`config.mk`:
```
export PLATFORM = sky130hd
export DESIGN_NAME = match_referee
export DESIGN_NICKNAME = d
export VERILOG_FILES = /design/src/rtl/fight_pkg.sv /design/src/rtl/turn_timer.sv /design/src/rtl/match_referee.sv
export SDC_FILE = /design/constraint.sdc
export NUM_CORES = 1
export LEC_CHECK = 0
export BUFFER_PORTS_ARGS = -buffer_cell sky130_fd_sc_hd__buf_2
export CAP_MARGIN = 20
export CORE_UTILIZATION = 55
export DETAILED_ROUTE_END_ITERATION = 8
export HOLD_SLACK_MARGIN = 0.15
export PLACE_DENSITY = 0.81
export SYNTH_ARGS = -nofsm -noshare
export SYNTH_HDL_FRONTEND = slang
export SYNTH_HIERARCHICAL = 1
export SYNTH_SLANG_ARGS = --single-unit
```
`constraint.sdc`:
```
create_clock -name clk -period 6.69 [get_ports clk]
set_input_delay 1.6725 -clock clk [delete_from_list [all_inputs] [get_ports clk]]
set_output_delay 1.6725 -clock clk [all_outputs]
set_load 0.1 [all_outputs]
```
`src/rtl/fight_pkg.sv`:
```
// Shared types for the fighting core: move encodings, referee states, winner codes
// and the small decision helpers the match referee uses. SUDDEN_DEATH_EN adds ST_SUDDEN.
package fight_pkg;

  localparam logic [3:0] MOVE_IDLE   = 4'b0001;
  localparam logic [3:0] MOVE_LEFT   = 4'b0010;
  localparam logic [3:0] MOVE_RIGHT  = 4'b0100;
  localparam logic [3:0] MOVE_ATTACK = 4'b1000;

  typedef enum logic [1:0] {
    WIN_NONE  = 2'b00,
    WIN_LEFT  = 2'b01,
    WIN_RIGHT = 2'b10,
    WIN_DRAW  = 2'b11
  } winner_t;

  typedef enum logic [2:0] {
    ST_IDLE       = 3'd0,
    ST_ARM        = 3'd1,
    ST_FIGHT      = 3'd2,
    ST_ROUND_END  = 3'd3,
    ST_MATCH_OVER = 3'd4
`ifdef SUDDEN_DEATH_EN
    , ST_SUDDEN   = 3'd5
`endif
  } ref_state_t;

  function automatic logic [1:0] sat_inc(input logic [1:0] v);
    return (v == 2'd3) ? v : v + 2'd1;
  endfunction

  function automatic winner_t ko_decision(input logic [1:0] lh, input logic [1:0] rh);
    if (lh == 2'd0 && rh == 2'd0) return WIN_DRAW;
    if (lh == 2'd0)               return WIN_RIGHT;
    if (rh == 2'd0)               return WIN_LEFT;
    return WIN_NONE;
  endfunction

  function automatic winner_t health_decision(input logic [1:0] lh, input logic [1:0] rh);
    if (lh > rh) return WIN_LEFT;
    if (lh < rh) return WIN_RIGHT;
    return WIN_NONE;
  endfunction

  // Positions share one axis: the larger left location / smaller right location wins,
  // so equal positions always draw.
  function automatic winner_t location_decision(input logic [1:0] ll, input logic [1:0] rl);
    if (ll > rl) return WIN_LEFT;
    if (ll < rl) return WIN_RIGHT;
    return WIN_DRAW;
  endfunction

  function automatic winner_t score_compare(input logic [1:0] lr, input logic [1:0] rr);
    if (lr > rr) return WIN_LEFT;
    if (lr < rr) return WIN_RIGHT;
    return WIN_DRAW;
  endfunction

endpackage

```
`src/rtl/turn_timer.sv`:
```
// Loadable down-counter for the per-round turn budget; stops at zero.
module turn_timer #(
  parameter int unsigned WIDTH = 5
) (
  input  logic             clk,
  input  logic             rst_n,
  input  logic             load,
  input  logic [WIDTH-1:0] load_value,
  input  logic             dec,
  output logic [WIDTH-1:0] count,
  output logic             zero
);

  always_ff @(posedge clk or negedge rst_n) begin
    if (!rst_n) begin
      count <= '0;
    end else if (load) begin
      count <= load_value;
    end else if (dec && !zero) begin
      count <= count - 1'b1;
    end
  end

  assign zero = (count == '0);

endmodule

```
`src/rtl/match_referee.sv`:
```
// Best-of-N match controller: KO / timeout detection, round scoring, player reset sequencing.
// Optional macro SUDDEN_DEATH_EN replaces the location tie-break with a sudden-death state.
module match_referee
  import fight_pkg::*;
#(
  parameter int unsigned TURNS_PER_ROUND     = 30,
  parameter int unsigned ROUNDS_TO_WIN       = 2,
  parameter int unsigned MAX_ROUNDS          = 5,
  parameter int unsigned INTERMISSION_CYCLES = 4
) (
  input  logic       clk,
  input  logic       rst_n,
  input  logic       start,
  input  logic       turn_valid,
  input  logic [1:0] left_health,
  input  logic [1:0] right_health,
  input  logic [1:0] left_location,
  input  logic [1:0] right_location,
  output logic       player_rst_n,
  output logic       round_active,
  output logic [2:0] round_num,
  output logic [1:0] left_rounds,
  output logic [1:0] right_rounds,
  output logic [1:0] round_winner,
  output logic       match_done,
  output logic [1:0] match_winner,
  output logic [7:0] turns_left
);

  localparam int unsigned   TW         = $clog2(TURNS_PER_ROUND + 1);
  localparam int unsigned   IW         = (INTERMISSION_CYCLES > 1) ? $clog2(INTERMISSION_CYCLES) : 1;
  localparam logic [TW-1:0] TURNS_INIT = TW'(TURNS_PER_ROUND);
  localparam logic [IW-1:0] INTER_LAST = IW'(INTERMISSION_CYCLES - 1);
  localparam logic [2:0]    MAX_R      = 3'(MAX_ROUNDS);
  localparam logic [1:0]    WIN_R      = 2'(ROUNDS_TO_WIN);

  ref_state_t    state, state_next;
  winner_t       decision;
  logic          timer_load, timer_dec, turns_zero;
  logic [TW-1:0] turns_cnt;
  logic [IW-1:0] inter_cnt, inter_d;

  logic       player_rst_d, active_d, done_d;
  logic [2:0] round_num_d;
  logic [1:0] left_rounds_d, right_rounds_d, round_winner_d, match_winner_d;

  turn_timer #(.WIDTH(TW)) u_turn_timer (
    .clk        (clk),
    .rst_n      (rst_n),
    .load       (timer_load),
    .load_value (TURNS_INIT),
    .dec        (timer_dec),
    .count      (turns_cnt),
    .zero       (turns_zero)
  );

  assign turns_left = 8'(turns_cnt);

  always_ff @(posedge clk or negedge rst_n) begin
    if (!rst_n) state <= ST_IDLE;
    else        state <= state_next;
  end

  // KO is checked before the turn budget, so a KO on the last turn is never a timeout.
  always_comb begin
    state_next = state;
    decision   = WIN_NONE;
    timer_load = 1'b0;
    timer_dec  = 1'b0;
    case (state)
      ST_IDLE: if (start) state_next = ST_ARM;
      ST_ARM: begin
        timer_load = 1'b1;
        state_next = ST_FIGHT;
      end
      ST_FIGHT: begin
        if (turn_valid) begin
          decision = ko_decision(left_health, right_health);
          if (decision == WIN_NONE) begin
            timer_dec = !turns_zero;
            if (turns_cnt == TW'(1)) begin
              decision = health_decision(left_health, right_health);
              if (decision == WIN_NONE) begin
`ifdef SUDDEN_DEATH_EN
                state_next = ST_SUDDEN;
`else
                decision = location_decision(left_location, right_location);
`endif
              end
            end
          end
          if (decision != WIN_NONE) state_next = ST_ROUND_END;
        end
      end
`ifdef SUDDEN_DEATH_EN
      ST_SUDDEN: begin
        if (turn_valid) begin
          decision = ko_decision(left_health, right_health);
          if (decision == WIN_NONE) decision = health_decision(left_health, right_health);
          if (decision != WIN_NONE) state_next = ST_ROUND_END;
        end
      end
`endif
      ST_ROUND_END: begin
        if (inter_cnt == INTER_LAST) begin
          if (left_rounds == WIN_R || right_rounds == WIN_R || round_num == MAX_R)
            state_next = ST_MATCH_OVER;
          else
            state_next = ST_ARM;
        end
      end
      ST_MATCH_OVER: if (start) state_next = ST_ARM;
      default: state_next = ST_IDLE;
    endcase
  end

  always_comb begin
    player_rst_d   = (state_next != ST_ARM);
    done_d         = (state_next == ST_MATCH_OVER);
`ifdef SUDDEN_DEATH_EN
    active_d       = (state_next == ST_FIGHT) || (state_next == ST_SUDDEN);
`else
    active_d       = (state_next == ST_FIGHT);
`endif
    round_num_d    = round_num;
    left_rounds_d  = left_rounds;
    right_rounds_d = right_rounds;
    round_winner_d = round_winner;
    match_winner_d = match_winner;
    inter_d        = (state == ST_ROUND_END) ? inter_cnt + 1'b1 : '0;

    if (state_next == ST_ARM) begin
      if (state == ST_IDLE || state == ST_MATCH_OVER) begin
        round_num_d    = 3'd1;
        left_rounds_d  = '0;
        right_rounds_d = '0;
        match_winner_d = WIN_NONE;
      end else begin
        round_num_d = round_num + 3'd1;
      end
    end

    if (state == ST_ARM) round_winner_d = WIN_NONE;

    if (decision != WIN_NONE) begin
      round_winner_d = decision;
      if (decision == WIN_LEFT)  left_rounds_d  = sat_inc(left_rounds);
      if (decision == WIN_RIGHT) right_rounds_d = sat_inc(right_rounds);
    end

    if (state_next == ST_MATCH_OVER && state != ST_MATCH_OVER)
      match_winner_d = score_compare(left_rounds_d, right_rounds_d);
  end

  always_ff @(posedge clk or negedge rst_n) begin
    if (!rst_n) begin
      player_rst_n <= 1'b0;
      round_active <= 1'b0;
      match_done   <= 1'b0;
      round_num    <= '0;
      left_rounds  <= '0;
      right_rounds <= '0;
      round_winner <= WIN_NONE;
      match_winner <= WIN_NONE;
      inter_cnt    <= '0;
    end else begin
      player_rst_n <= player_rst_d;
      round_active <= active_d;
      match_done   <= done_d;
      round_num    <= round_num_d;
      left_rounds  <= left_rounds_d;
      right_rounds <= right_rounds_d;
      round_winner <= round_winner_d;
      match_winner <= match_winner_d;
      inter_cnt    <= inter_d;
    end
  end

endmodule

```
# Word level (Yosys, flattened, before mapping)
# Index checks and enable logic that the tools add are counted.
word_totals:
  reg_bits: 24
  latch_bits: 0
  mem_bits_rw: 0
  romBits: 0
  n_memories: 0
classes:
  addsub: 5
  multipliers: 0
  div_mod_pow: 0
  n_lt_le_gt_ge: 6
  n_eq_ne: 18
  shift: 0
  n_mux: 101
  bitwise_logic: 0
  reduce_logical: 21
ops:
  columns: ["cell", "n"]
  rows:
  - ["$mux W2", 47]
  - ["$mux W1", 45]
  - ["$mux W3", 6]
  - ["$eq A2 B2 Y1 const B", 6]
  - ["$pmux W3 S4", 1]
  - ["$reduce_bool A2 Y1", 6]
  - ["$mux W5", 2]
  - ["$eq A3 B2 Y1 const B", 3]
  - ["$eq A3 B3 Y1 const B", 3]
  - ["$logic_not A2 Y1", 4]
  - ["$add A2 B1 Y2 const B", 3]
  - ["$eq A3 B1 Y1 const B", 2]
  - ["$gt A2 B2 Y1", 3]
  - ["$lt A2 B2 Y1", 3]
  - ["$eq A5 B1 Y1 const B", 1]
  - ["$logic_not A5 Y1", 1]
  - ["$sub A5 B1 Y5 const B", 1]
  - ["$add A3 B1 Y3 const B", 1]
  - ["$logic_and A1 B1 Y1", 3]
  - ["$logic_not A3 Y1", 1]
  - ["$logic_or A1 B1 Y1", 3]
  - ["$ne A3 B1 Y1 const B", 1]
  - ["$ne A3 B3 Y1 const B", 1]
  - ["$eq A2 B1 Y1 const B", 1]
  - ["other kinds (3)", 3]

# Longest topological paths before layout
logic_depth:
  depth_word: 67
  mapped_depth: 13
  depth_no_buf: 13

# Hierarchy
# The synthesis kept the hierarchy.
by_module_without_submodules:
  columns: ["mod", "instances", "cells_per_inst", "area_per_inst_um2"]
  rows:
  - ["match_referee", 1, 124, 1204.9]
  - ["turn_timer", 1, 32, 300.3]

# Worst setup path after synthesis
# No wires, ideal clock.
synth_path:
  path_kind: "input to register"
  startpoint: "in right_location[1]"
  endpoint: "reg match_winner[1]"
  setup_time_ns: 0.079
  arrival_ns: 3.619
  required_ns: 6.611
  setup_slack_ns: 2.992
  path_stages: 12
  cell_sequence: "inv_1 ha_1 nor2b_1 o32a_1 a31oi_4 a211oi_2 a21oi_1 nor2_1 ha_1 a21oi_1 a21oi_1 mux2i_1"
synth_via:
  elab_chain_len: 30
  word_cells_on_any_way: 55
synth_lines:
  columns: ["item", "line_no", "text"]
  rows:
  - ["start: declaration", "match_referee.sv:18", "input logic [1:0] right_location,"]
  - ["$lt A2 B2 Y1", "fight_pkg.sv:49", "if (ll < rl) return WIN_RIGHT;"]
  - ["$mux W1 (2 in series)", "fight_pkg.sv:49", null]
  - ["$mux W1", "match_referee.sv:83", "if (decision == WIN_NONE) begin"]
  - ["$mux W1", "match_referee.sv:81", "if (turns_cnt == TW'(1)) begin"]
  - ["$mux W1", "match_referee.sv:79", "if (decision == WIN_NONE) begin"]
  - ["$mux W1", "match_referee.sv:77", "if (turn_valid) begin"]
  - ["$mux W1", "match_referee.sv:70", "case (state)"]
  - ["$mux W2", "fight_pkg.sv:50", "return WIN_DRAW;"]
  - ["[13 not listed]", null, null]
  - ["$mux W2 (*)", "match_referee.sv:145", "if (decision != WIN_NONE) begin"]
  - ["via left_rounds_d[1]", "match_referee.sv:45", "logic [1:0] left_rounds_d, right_rounds_d, round_winner_d, match_winner_d;"]
  - ["$lt A2 B2 Y1", "fight_pkg.sv:55", "if (lr < rr) return WIN_RIGHT;"]
  - ["$mux W1 (2 in series)", "fight_pkg.sv:55", null]
  - ["$mux W1", "match_referee.sv:151", "if (state_next == ST_MATCH_OVER && state != ST_MATCH_OVER)"]
  - ["$mux W2", "fight_pkg.sv:56", "return WIN_DRAW;"]
  - ["$mux W2 (*)", "fight_pkg.sv:55", null]
  - ["$mux W2 (*)", "match_referee.sv:151", null]
  - ["end signal: assignment", "match_referee.sv:174", "match_winner <= match_winner_d;"]
  - ["end: declaration", "match_referee.sv:26", "output logic [1:0] match_winner,"]
# Mark *: on every way through the listed nets, which the timed path passes. The rest lies on a longest branch. The select of a mux whose other input is x is not followed.
# A chain may end at the register's enable or synchronous reset.

# Worst setup path after layout
layout_path:
  startpoint: "in left_location[1]"
  endpoint: "reg match_winner[1]"
layout_via:
  elab_chain_len: 30
  word_cells_on_any_way: 55
layout_lines:
  columns: ["item", "line_no", "text"]
  rows:
  - ["start: declaration", "match_referee.sv:17", "input logic [1:0] left_location,"]
  - ["$lt A2 B2 Y1", "fight_pkg.sv:49", null]
  - ["$mux W1 (2 in series)", "fight_pkg.sv:49", null]
  - ["$mux W1", "match_referee.sv:83", null]
  - ["$mux W1", "match_referee.sv:81", null]
  - ["$mux W1", "match_referee.sv:79", null]
  - ["$mux W1", "match_referee.sv:77", null]
  - ["$mux W1", "match_referee.sv:70", null]
  - ["$mux W2", "fight_pkg.sv:50", null]
  - ["[13 not listed]", null, null]
  - ["$mux W2 (*)", "match_referee.sv:145", null]
  - ["via left_rounds_d[1]", "match_referee.sv:45", null]
  - ["$lt A2 B2 Y1", "fight_pkg.sv:55", null]
  - ["$mux W1 (2 in series)", "fight_pkg.sv:55", null]
  - ["$mux W1", "match_referee.sv:151", null]
  - ["$mux W2", "fight_pkg.sv:56", null]
  - ["$mux W2 (*)", "fight_pkg.sv:55", null]
  - ["$mux W2 (*)", "match_referee.sv:151", null]
# Marked as above.

==> impl_metrics.ini <==
[die]
die_w_um = 54.3
die_h_um = 54.3
initial_core_util_pct = 59.7
pin_count = 34
coreArea_sq_um = 2520
die_area_sq_um = 2950
row_count = 18

[clock_tree]
ctsResizeCount = 0
clk_latency_ns = 0.31
cts_buffers = 3
h-tree-depth = 1
ctsHoldBuffers = 0
clk_path_buf_depth = 2
cts_tree = built
clk_pin_slew_worst_paths_ns = 0.13
cts_setup_buffers = 0
cts_root_buf = clkbuf_4
clock_sinks = 24

[yosys]
ys.flop_type = dfrtp_1
avgSynthCellArea_sq_um = 9.65
synth_top_area_share_pct = 39.9
synth_top_cell_by_area = dfrtp_1
synth_edf_count = 0
async_reset_ff_share_pct = 100
ys_types = 46
ys_seq_area_share_pct = 39.9
synthTopCellsByArea = dfrtp_1, ha_1, inv_1
netlist_instances = 156
synth_area_sq_um = 1510
ys_warn_count = 6
yosys_register_bits = 24

[grt]
antenna_found_initial = 0
grt_pass1_wl_um = 4440
grt_start_max_net_pins = 25
grt_util_all_layers_pct = 20.6
grt_pass1_vias = 1124
grt.overflow.total = 0

[final_layout]
n_antenna_cell = 0
area_growth_pct = 14.6
nFillCells = 208
final_cells = 222
final_nets = 215
drive_gt1_share_pct = 26.6

[place]
dp_cells = 218
portBuffers = 30
dp_hpwl_um = 2330
gp_congestion = 0.790

[worst_setup_path]
cp_cell_sequence = buf_2, ha_1, nor2b_1, o32a_1, a31oi_4, a211oi_2, a21oi_1, nor2_1, ha_1, a21oi_1, a21oi_1, mux2i_1
worstSetupStartpointType = primary input
cp_num_buf_inv = 1
r2r-end = u_turn_timer/count[3]$_DFFE_PN0P_
worstSetupPathType = in2reg
crit_path_end_kind = flip-flop
cpMostUsedCell = a21oi_1
r2r_start = u_turn_timer/count[1]$_DFFE_PN0P_
crit_family = compound AO/OA/AOI/OAI gates
ff2ff_path_depth = 8
required_ns = 6.93
worstPathArrival_ns = 3.89
cp_max_fo = 4
reg2reg_slack_ns = 4.17
critPathMaxStageDelay_ns = 0.36
slowest_stage = o32a_1

[timing]
setup_violations = 0
fmax_ghz = 0.274
drv_slew = 0
hold_ws_ns = 0.457
worstMarginPinSlew_ns = 0.590
period_share_pct = 54.6
layout_min_cycle_time_ns = 3.66
slew_headroom_pct = 60.4
hold_viol = 0
skew_ns = 0.00269
rsz0062_at_grt = false
setup_tns_ns = 0

[min_path]
min-delay-start = inter_cnt[0]$_DFF_PN0_
worstHoldEndpoint = inter_cnt[0]$_DFF_PN0_
hold_class = reg2reg
hold_depth = 1

[detailed_routing]
drtIter0Drc = 19
avgRoutedWirePerCell_um = 12.9
drcViolationCount = 0
viasPerCell = 5.43
dr.pass1.iters = 6
detail-route-antenna-nets = 0
vias = 1206
drt-total-wl_um = 2860

[job]
cap_violations = 0

[outcome]
outcome = finished clean
kinds of logic (layout without fill, tap and decap cells):
| logic type | after synthesis | in the layout | synth area share (%) |
|---|---|---|---|
| simple gates | 59 | 59 | 23.9 |
| compound gates | 33 | 33 | 16.9 |
| flops | 24 | 24 | 39.9 |
| buf+inv | 23 | 53 | 6.48 |
| fa+ha+maj | 10 | 10 | 8.31 |
| mux | 5 | 5 | 3.99 |
| other cells | 2 | 8 | 0.499 |
per-layer routing:
| metal | vias up | track usage (%) | wire, um |
|---|---|---|---|
| met5 | - | 0 | 0 |
| met4 | 0 | 2.56 | 16 |
| met3 | 2 | 3.33 | 120 |
| met2 | 25 | 39.2 | 1440 |
| met1 | 576 | 24.6 | 1280 |
| li1 | 603 | - | - |
stage by stage:
| step | worst slack [ns] | cell area, sq um | util, % |
|---|---|---|---|
| after CTS | 3.02 | 1730 | 68.4 |
| after global routing | 2.89 | 1730 | 68.4 |
| final | 3.03 | 1730 | 68.4 |
| after global placement | 2.83 | 1690 | 67.0 |
| after floorplan | 2.99 | 1530 | - |
| after detailed placement | 2.71 | 1690 | 67.0 |
how the worst max path moves through the flow:
stage | slack, ns | end | cells after the start | from
global route | 2.89 | match_winner[1]$_DFFE_PN0P_ | 14 | right_location[1]
finish | 3.03 | match_winner[1]$_DFFE_PN0P_ | 12 | left_location[1]
global placement | 2.83 | match_winner[1]$_DFFE_PN0P_ | 13 | left_health[1]
CTS | 3.02 | match_winner[1]$_DFFE_PN0P_ | 14 | right_location[1]
floorplan | 2.99 | match_winner[1]$_DFFE_PN0P_ | 12 | right_location[1]
detailed placement | 2.71 | match_winner[1]$_DFFE_PN0P_ | 14 | right_location[1]
registers in the layout, indices dropped and copies added (netlist names):
register and cells:
state 3, right_rounds 2, u_turn_timer/count 5, round_num 3
match_winner 2, round_winner 2, match_done 1, inter_cnt 2
player_rst_n 1, round_active 1, left_rounds 2
synthesized netlist by cell type (3+ instances only):
| cell | instances |
|---|---|
| nor2_1 | 12 |
| ha_1 | 10 |
| nor2b_1 | 5 |
| mux2i_1 | 3 |
| nand2_1 | 18 |
| a21oi_1 | 13 |
| o21ai_0 | 4 |
| inv_1 | 19 |
| nor3_1 | 3 |
| dfrtp_1 | 24 |
| buf_4 | 3 |
| nand2b_1 | 3 |
cell usage in the layout, fill, tap and decap left out, drive strengths merged, types with 5 or more instances in the layout:
| cell type | netlist | routed |
|---|---|---|
| buf | 3 | 30 |
| dfrtp | 24 | 24 |
| inv | 19 | 19 |
| nand2 | 18 | 18 |
| a21oi | 14 | 14 |
| nor2 | 12 | 12 |
| ha | 10 | 10 |
| conb | 2 | 8 |
| nor2b | 5 | 5 |
| o21ai | 5 | 5 |
final cells by class:
type	count	area (sq um)	share of cell area, %
clock buffers	4	36.3	2.10
inverters	19	71.3	4.13
repair buffers	30	150	8.70
multi-input cells	115	830	48.1
flip-flops and latches	24	601	34.8
well taps	30	37.5	2.18
Power is not shown: default switching activity piles up to over one toggle a cycle in this logic, so the estimate is an artifact.
